### config.mk
export PLATFORM = sky130hd
export DESIGN_NAME = error_report_arbiter
export DESIGN_NICKNAME = d
export VERILOG_FILES = /design/src/rtl/error_report_arbiter_pkg.sv /design/src/rtl/rr_arbiter2.sv /design/src/rtl/error_report_arbiter.sv
export SDC_FILE = /design/constraint.sdc
export NUM_CORES = 1
export LEC_CHECK = 0
export ABC_AREA = 0
export CAP_MARGIN = 40
export CORE_MARGIN = 1.5
export CORE_UTILIZATION = 38
export DETAILED_ROUTE_END_ITERATION = 16
export HOLD_SLACK_MARGIN = 0.1
export MAX_ROUTING_LAYER = met4
export PLACE_DENSITY = 0.74
export SLEW_MARGIN = 15
export SYNTH_ARGS = -nofsm -noshare
export SYNTH_HDL_FRONTEND = slang
export SYNTH_HIERARCHICAL = 1
export SYNTH_SLANG_ARGS = --single-unit
### constraint.sdc
create_clock -name sysClk -period 2.1 [get_ports sysClk]
set_input_delay 0.315 -clock sysClk [delete_from_list [all_inputs] [get_ports sysClk]]
set_output_delay 0.315 -clock sysClk [all_outputs]
set_load 0.01 [all_outputs]
### src/rtl/error_report_arbiter_pkg.sv
// -----------------------------------------------------------------------------
// error_report_arbiter_pkg
// Shared definitions for the error report arbiter: FSM state encoding, table
// geometry, flush timeout and the bit layout of a 23-bit error table entry:
//   [22:7] image index | [6] camera id | [5:3] camera flags | [2:0] memory flags
// -----------------------------------------------------------------------------
package error_report_arbiter_pkg;

  localparam int ENTRY_W       = 23;
  localparam int TABLE_DEPTH   = 8;
  localparam int FLUSH_TIMEOUT = 16;

  localparam int INDEX_W = 16;
  localparam int FLAG_W  = 3;
  localparam int COUNT_W = $clog2(TABLE_DEPTH + 1);  // must hold 0..TABLE_DEPTH
  localparam int TIMER_W = $clog2(FLUSH_TIMEOUT);

  // Field positions inside an entry
  localparam int MEM_FLAGS_LSB = 0;
  localparam int CAM_FLAGS_LSB = 3;
  localparam int CAMID_BIT     = 6;
  localparam int INDEX_LSB     = 7;

  // Requester slots, shared by the request/grant vectors and the RR pointer
  localparam int REQ_CAM = 0;
  localparam int REQ_MEM = 1;

  typedef enum logic [1:0] {
    IDLE  = 2'd0,
    WRITE = 2'd1,
    FLUSH = 2'd2,
    DONE  = 2'd3
  } state_e;

  function automatic logic [ENTRY_W-1:0] pack_entry(
    input logic [INDEX_W-1:0] index,
    input logic               camid,
    input logic [FLAG_W-1:0]  cam_flags,
    input logic [FLAG_W-1:0]  mem_flags
  );
    logic [ENTRY_W-1:0] e;
    e                             = '0;
    e[INDEX_LSB +: INDEX_W]       = index;
    e[CAMID_BIT]                  = camid;
    e[CAM_FLAGS_LSB +: FLAG_W]    = cam_flags;
    e[MEM_FLAGS_LSB +: FLAG_W]    = mem_flags;
    return e;
  endfunction

endpackage

### src/rtl/rr_arbiter2.sv
// -----------------------------------------------------------------------------
// rr_arbiter2
// Two-way round-robin arbiter. A lone request is granted whatever the pointer
// says; on a tie the pointer picks the winner. Each accepted grant (advance_i)
// moves the pointer to the requester that did not win.
// Ports:
//   sysClk, reset  clock / asynchronous active-high reset (pointer -> camera)
//   req_i[1:0]     requests, index REQ_CAM / REQ_MEM
//   advance_i      the current grant is being taken this cycle
//   grant_o[1:0]   one-hot (or zero) combinational grant
// -----------------------------------------------------------------------------
module rr_arbiter2
  import error_report_arbiter_pkg::*;
(
  input  logic       sysClk,
  input  logic       reset,
  input  logic [1:0] req_i,
  input  logic       advance_i,
  output logic [1:0] grant_o
);

  logic ptr_q;  // slot that wins a tie
  logic ptr_d;

  // NOTE: every output of a combinational block gets a default before any
  // branch, so no path leaves it unassigned and no latch is inferred.
  always_comb begin
    grant_o = req_i;
    if (&req_i) begin
      grant_o        = '0;
      grant_o[ptr_q] = 1'b1;
    end
    ptr_d = ptr_q;
    if (advance_i) begin
      // Camera won -> memory next; memory won -> camera next.
      ptr_d = grant_o[REQ_CAM];
    end
  end

  // NOTE: state registers use non-blocking assignment so every flop samples
  // values from before the edge, independent of block ordering.
  always_ff @(posedge sysClk or posedge reset) begin
    if (reset) begin
      ptr_q <= 1'(REQ_CAM);
    end else begin
      ptr_q <= ptr_d;
    end
  end

endmodule

### src/rtl/error_report_arbiter.sv
// -----------------------------------------------------------------------------
// error_report_arbiter
// Arbitrates camera and flash error reports into an 8-entry error table and
// runs table flushes that forward returned entries to a report port.
// Ports:
//   sysClk, reset                 clock / asynchronous active-high reset
//   cam_err_*                     camera request (held until ack), index, id,
//                                 flags {timeout, cap_fail, not_detected}
//   mem_err_*                     flash request (held until ack), index,
//                                 flags {write_fail, read_fail, erase_fail}
//   flush_req                     one-cycle flush pulse
//   flush_busy/done/timeout       flush status (timeout sticky to next flush)
//   tbl_entry/valid/flush         error table write port and flush command
//   tbl_rd_data/valid             entries streamed back during a flush
//   rpt_data/valid                forwarded entries, no backpressure
//   entry_count, overflow         entries logged since last flush, sticky full
// -----------------------------------------------------------------------------
module error_report_arbiter
  import error_report_arbiter_pkg::*;
(
  input  logic               sysClk,
  input  logic               reset,
  input  logic               cam_err_req,
  input  logic [INDEX_W-1:0] cam_err_index,
  input  logic               cam_err_camid,
  input  logic [FLAG_W-1:0]  cam_err_flags,
  output logic               cam_err_ack,
  input  logic               mem_err_req,
  input  logic [INDEX_W-1:0] mem_err_index,
  input  logic [FLAG_W-1:0]  mem_err_flags,
  output logic               mem_err_ack,
  input  logic               flush_req,
  output logic               flush_busy,
  output logic               flush_done,
  output logic               flush_timeout,
  output logic [ENTRY_W-1:0] tbl_entry,
  output logic               tbl_valid,
  output logic               tbl_flush,
  input  logic [ENTRY_W-1:0] tbl_rd_data,
  input  logic               tbl_rd_valid,
  output logic [ENTRY_W-1:0] rpt_data,
  output logic               rpt_valid,
  output logic [COUNT_W-1:0] entry_count,
  output logic               overflow
);

  state_e               state_q;
  logic                 flush_pend_q;
  logic                 rd_seen_q;      // at least one entry returned this flush
  logic [TIMER_W-1:0]   timer_q;        // silent FLUSH cycles so far
  logic                 cam_ack_q, mem_ack_q;
  logic                 flush_busy_q, flush_done_q, flush_timeout_q;
  logic [ENTRY_W-1:0]   tbl_entry_q;
  logic                 tbl_valid_q, tbl_flush_q;
  logic [ENTRY_W-1:0]   rpt_data_q;
  logic                 rpt_valid_q;
  logic [COUNT_W-1:0]   entry_count_q;
  logic                 overflow_q;

  logic [1:0]           grant;
  logic                 advance;
  logic [ENTRY_W-1:0]   entry_d;
  logic                 has_flags_d;
  logic                 room_d;

  rr_arbiter2 u_rr (
    .sysClk    (sysClk),
    .reset     (reset),
    .req_i     ({mem_err_req, cam_err_req}),
    .advance_i (advance),
    .grant_o   (grant)
  );

  // A pending flush outranks requests, so the pointer only moves on a real grant.
  assign advance = (state_q == IDLE) && !flush_pend_q && (|grant);

  always_comb begin
    if (grant[REQ_MEM]) begin
      entry_d     = pack_entry(mem_err_index, 1'b0, '0, mem_err_flags);
      has_flags_d = |mem_err_flags;
    end else begin
      entry_d     = pack_entry(cam_err_index, cam_err_camid, cam_err_flags, '0);
      has_flags_d = |cam_err_flags;
    end
    room_d = entry_count_q < COUNT_W'(TABLE_DEPTH);
  end

  always_ff @(posedge sysClk or posedge reset) begin
    if (reset) begin
      state_q         <= IDLE;
      flush_pend_q    <= 1'b0;
      rd_seen_q       <= 1'b0;
      timer_q         <= '0;
      cam_ack_q       <= 1'b0;
      mem_ack_q       <= 1'b0;
      flush_busy_q    <= 1'b0;
      flush_done_q    <= 1'b0;
      flush_timeout_q <= 1'b0;
      tbl_entry_q     <= '0;
      tbl_valid_q     <= 1'b0;
      tbl_flush_q     <= 1'b0;
      rpt_data_q      <= '0;
      rpt_valid_q     <= 1'b0;
      entry_count_q   <= '0;
      overflow_q      <= 1'b0;
    end else begin
      // Single-cycle strobes default low.
      cam_ack_q    <= 1'b0;
      mem_ack_q    <= 1'b0;
      tbl_valid_q  <= 1'b0;
      flush_done_q <= 1'b0;
      rpt_valid_q  <= 1'b0;

      if (flush_req && !flush_busy_q) begin
        flush_pend_q    <= 1'b1;
        flush_timeout_q <= 1'b0;
      end

      case (state_q)
        IDLE: begin
          if (flush_pend_q) begin
            state_q      <= FLUSH;
            flush_pend_q <= 1'b0;
            tbl_flush_q  <= 1'b1;
            flush_busy_q <= 1'b1;
            timer_q      <= '0;
            rd_seen_q    <= 1'b0;
          end else if (advance) begin
            state_q     <= WRITE;
            cam_ack_q   <= grant[REQ_CAM];
            mem_ack_q   <= grant[REQ_MEM];
            tbl_entry_q <= entry_d;
            // Flag-less reports are acknowledged but never logged.
            if (has_flags_d) begin
              if (room_d) begin
                tbl_valid_q   <= 1'b1;
                entry_count_q <= entry_count_q + 1'b1;
              end else begin
                overflow_q <= 1'b1;
              end
            end
          end
        end

        WRITE: state_q <= IDLE;

        FLUSH: begin
          rpt_valid_q <= tbl_rd_valid;
          if (tbl_rd_valid) begin
            rpt_data_q <= tbl_rd_data;
            rd_seen_q  <= 1'b1;
          end else if (rd_seen_q || (timer_q == TIMER_W'(FLUSH_TIMEOUT - 1))) begin
            // End of the returned burst, or the table never answered.
            state_q         <= DONE;
            tbl_flush_q     <= 1'b0;
            flush_busy_q    <= 1'b0;
            flush_done_q    <= 1'b1;
            flush_timeout_q <= !rd_seen_q;
            entry_count_q   <= '0;
            overflow_q      <= 1'b0;
          end else begin
            timer_q <= timer_q + 1'b1;
          end
        end

        DONE: state_q <= IDLE;

        default: state_q <= IDLE;
      endcase
    end
  end

  assign cam_err_ack   = cam_ack_q;
  assign mem_err_ack   = mem_ack_q;
  assign flush_busy    = flush_busy_q;
  assign flush_done    = flush_done_q;
  assign flush_timeout = flush_timeout_q;
  assign tbl_entry     = tbl_entry_q;
  assign tbl_valid     = tbl_valid_q;
  assign tbl_flush     = tbl_flush_q;
  assign rpt_data      = rpt_data_q;
  assign rpt_valid     = rpt_valid_q;
  assign entry_count   = entry_count_q;
  assign overflow      = overflow_q;

endmodule
==> results.py <==
metrics = {
    "status": {
        "status": "finished, final reports clean",
    },
    "detailed_routing": {
        "drt_first_pass_iters": 4,
        "vias": 2266,
        "wl_per_cell_um": 13.69,
        "drc": 0,
        "drtIter0Drc": 50,
        "antenna_left": 0,
        "drt_wl_total_um": 6531,
        "drt-vias-per-instance": 4.751,
    },
    "cts": {
        "path_clk_slew_ns": 0.07,
        "cts_root_buf": "clkbuf_8",
        "cts_buffers": 9,
        "cts_tree": "done",
        "cts.path.max_buffers": 2,
        "post_cts_buffers": 0,
        "cts.sinks": 67,
        "clk_latency_ns": 0.33,
        "hold_buffers": 0,
        "cts_resized": 0,
        "h-tree-depth": 3,
    },
    "placement": {
        "hpwl_um": 5009,
        "gp_congestion": 0.7558,
        "dp.cells": 461,
        "port-buffer-count": 126,
        "placed_area_sq_um": 4302,
        "place_ws_ns": -0.02446,
    },
    "setup_path": {
        "cp.required_ns": 2.32,
        "path_buf_inv": 1,
        "cpPeakStageDelay_ns": 0.50,
        "cp.arrival_ns": 2.01,
        "cp_cell_sequence": "nor3_2 > nand4_4 > buf_4 > and3b_1 > a211o_1",
        "endpoint_kind": "flop",
        "cp_slowest_cell": "dfrtp_1",
        "cp-start-kind": "flop",
        "cp_max_fo": 12,
        "critical_path_class": "reg -> reg",
        "crit_family": "simple AND/OR/NAND/NOR gates",
    },
    "cells_and_area": {
        "layout_common_cells": "clkdlybuf4s50_1, dfrtp_1, nand2_1",
        "instances_no_fill": 477,
        "nets": 443,
        "layout_commonest_cell": "clkdlybuf4s50_1",
        "antenna_cells": 0,
        "synthToLayoutAreaGrowth_pct": 60.51,
        "drive_gt1_share_pct": 10.05,
        "nFillCells": 604,
        "utilization_pct": 62.96,
        "final_area_sq_um": 4567,
    },
    "sta": {
        "min_period_over_period_pct": 85.07,
        "max_freq_mhz": 559.8,
        "setup_violations": 0,
        "hold_viol_final": 0,
        "drv_slew": 0,
        "setup_ws_ns": 0.3136,
        "hold_slack_ns": 0.2122,
        "slew_headroom_pct": 65.30,
        "setup-tns-final_ns": 0,
        "tightest_slew_ns": 0.5205,
        "fin_crit_ns": 1.786,
        "worst_clock_skew_ns": 0.01055,
        "rsz0062_at_grt": "no",
    },
    "floorplanning": {
        "die_x_um": 89.53,
        "initial_core_util_pct": 39.23,
        "die_y_um": 89.53,
        "core_sq_um": 7253,
        "rows": 31,
        "die-area_sq_um": 8016,
        "io_pins": 127,
    },
    "power_and_ir_drop": {
        "power.density_nw_per_um2": 1362,
        "power_mw": 6.219,
        "cellLeakagePower_nw": 2.006,
        "irDropWorstVdd_mv": 0.4907,
    },
    "synthesis": {
        "synthCells": 235,
        "synth_cell_types": 38,
        "async_flop_share_pct": 100.0,
        "synth_enable_flop_cells": 0,
        "synth_top_flop_cell": "dfrtp_1",
        "syn_area_sq_um": 2845,
        "synth-seq-area-share_pct": 58.93,
        "yosys_warnings": 6,
        "avgSynthCellArea_sq_um": 12.11,
        "synth_nets": 305,
        "ys_ff_latch": 67,
    },
    "global_route": {
        "grt-ovfl-total": 0,
        "grt_pass1_wl_um": 10160,
        "grt_start_max_net_pins": 42,
        "grt_pass1_vias": 2361,
        "antenna_found_initial": 0,
        "grt_util_all_layers_pct": 17.17,
    },
    "flow_run": {
        "max-cap-violations": 0,
    },
    "min_path": {
        "hp-class": "in -> async",
    },
}
per-layer routing:
metal | part of all wire, % | wire length [um] | up-vias | GRT usage [%]
met5 | 0 | 0 | - | -
met3 | 7.9 | 515 | 4 | 4.986
met1 | 42 | 2746 | 1072 | 19.12
li1 | - | - | 1105 | -
met2 | 49 | 3231 | 85 | 29.05
met4 | 0.58 | 38 | 0 | 6.713
cell families after synthesis:
logic type                 Yosys count  share of synthesized area, %
DFF                                 67                         58.93
buffers and inverters               21                         3.122
AOI/OAI and AO/OA                   48                         11.13
and+or+nand+nor                     57                         10.69
muxes                               40                         15.26
adders and majority gates            2                        0.8794
final cells by class:
class                      instances  area [sq um]  area share (%)
clock buffer                      10         127.6           2.795
inverter                          10         37.54          0.8219
tap                               99         123.9           2.712
timing repair buffer             138          1376           30.14
multi-input combinational        147          1087           23.81
clock inverter                     6         137.6           3.014
sequential                        67          1677           36.71
cells in the mapped netlist, types with 2 or more instances:
cell type,n,share of area (%)
clkbuf_1,5,0.66
and3b_1,2,0.62
mux2i_1,16,5.6
mux2_1,23,9.1
inv_1,10,1.3
nand3_1,3,0.53
nand2_1,30,4.0
o211ai_1,2,0.53
o41ai_1,2,0.62
a211o_1,2,0.62
nor2_1,6,0.79
buf_2,5,0.88
and2_1,2,0.44
nor2b_1,2,0.44
a22oi_1,2,0.53
o31ai_1,2,0.53
o21ai_0,5,0.88
o21ai_1,19,3.3
a22o_1,7,2.2
nand2b_1,5,1.1
ha_1,2,0.88
dfrtp_1,67,59
flip-flops by register name, summed over array words and instances, names as in the netlist:
signal         cells
flush_timeout      1
rd_seen_q          1
flush_done         1
cam_err_ack        1
entry_count        4
rpt_valid          1
flush_pend_q       1
tbl_valid          1
state_q            2
timer_q            4
u_rr/ptr_q         1
tbl_flush          1
rpt_data          23
overflow           1
tbl_entry         23
mem_err_ack        1
power breakdown:
| part | internal [mW] | switching (mW) |
|---|---|---|
| clock network | 0.913 | 0.480 |
| registers | 1.85 | 0.356 |
| logic | 1.54 | 1.09 |
| total | 4.30 | 1.92 |
worst reg2reg max path: stages, from the launching register on:
cell and delay, ns:
dfrtp_1 0.50, nor3_2 0.41, nand4_4 0.15, buf_4 0.18
and3b_1 0.17, a211o_1 0.26
path summary, 6_finish.rpt:
kind                       slack (ns)  cells past startpoint                          to                      start
max                              0.31                      5  entry_count[1]$_DFFE_PP0P_     state_q[1]$_DFFE_PP0P_
min                              0.21                      2      u_rr/ptr_q$_DFFE_PP0P_                      reset
max reg2reg                      0.31                      5  entry_count[1]$_DFFE_PP0P_     state_q[1]$_DFFE_PP0P_
min reg2reg                      0.49                      2   tbl_entry[12]$_DFFE_PP0P_  tbl_entry[12]$_DFFE_PP0P_
max in group asynchronous        1.22                      3      state_q[1]$_DFFE_PP0P_                      reset
min in group sysClk              0.49                      2   tbl_entry[12]$_DFFE_PP0P_  tbl_entry[12]$_DFFE_PP0P_
Power figures use the tool's default switching activity.
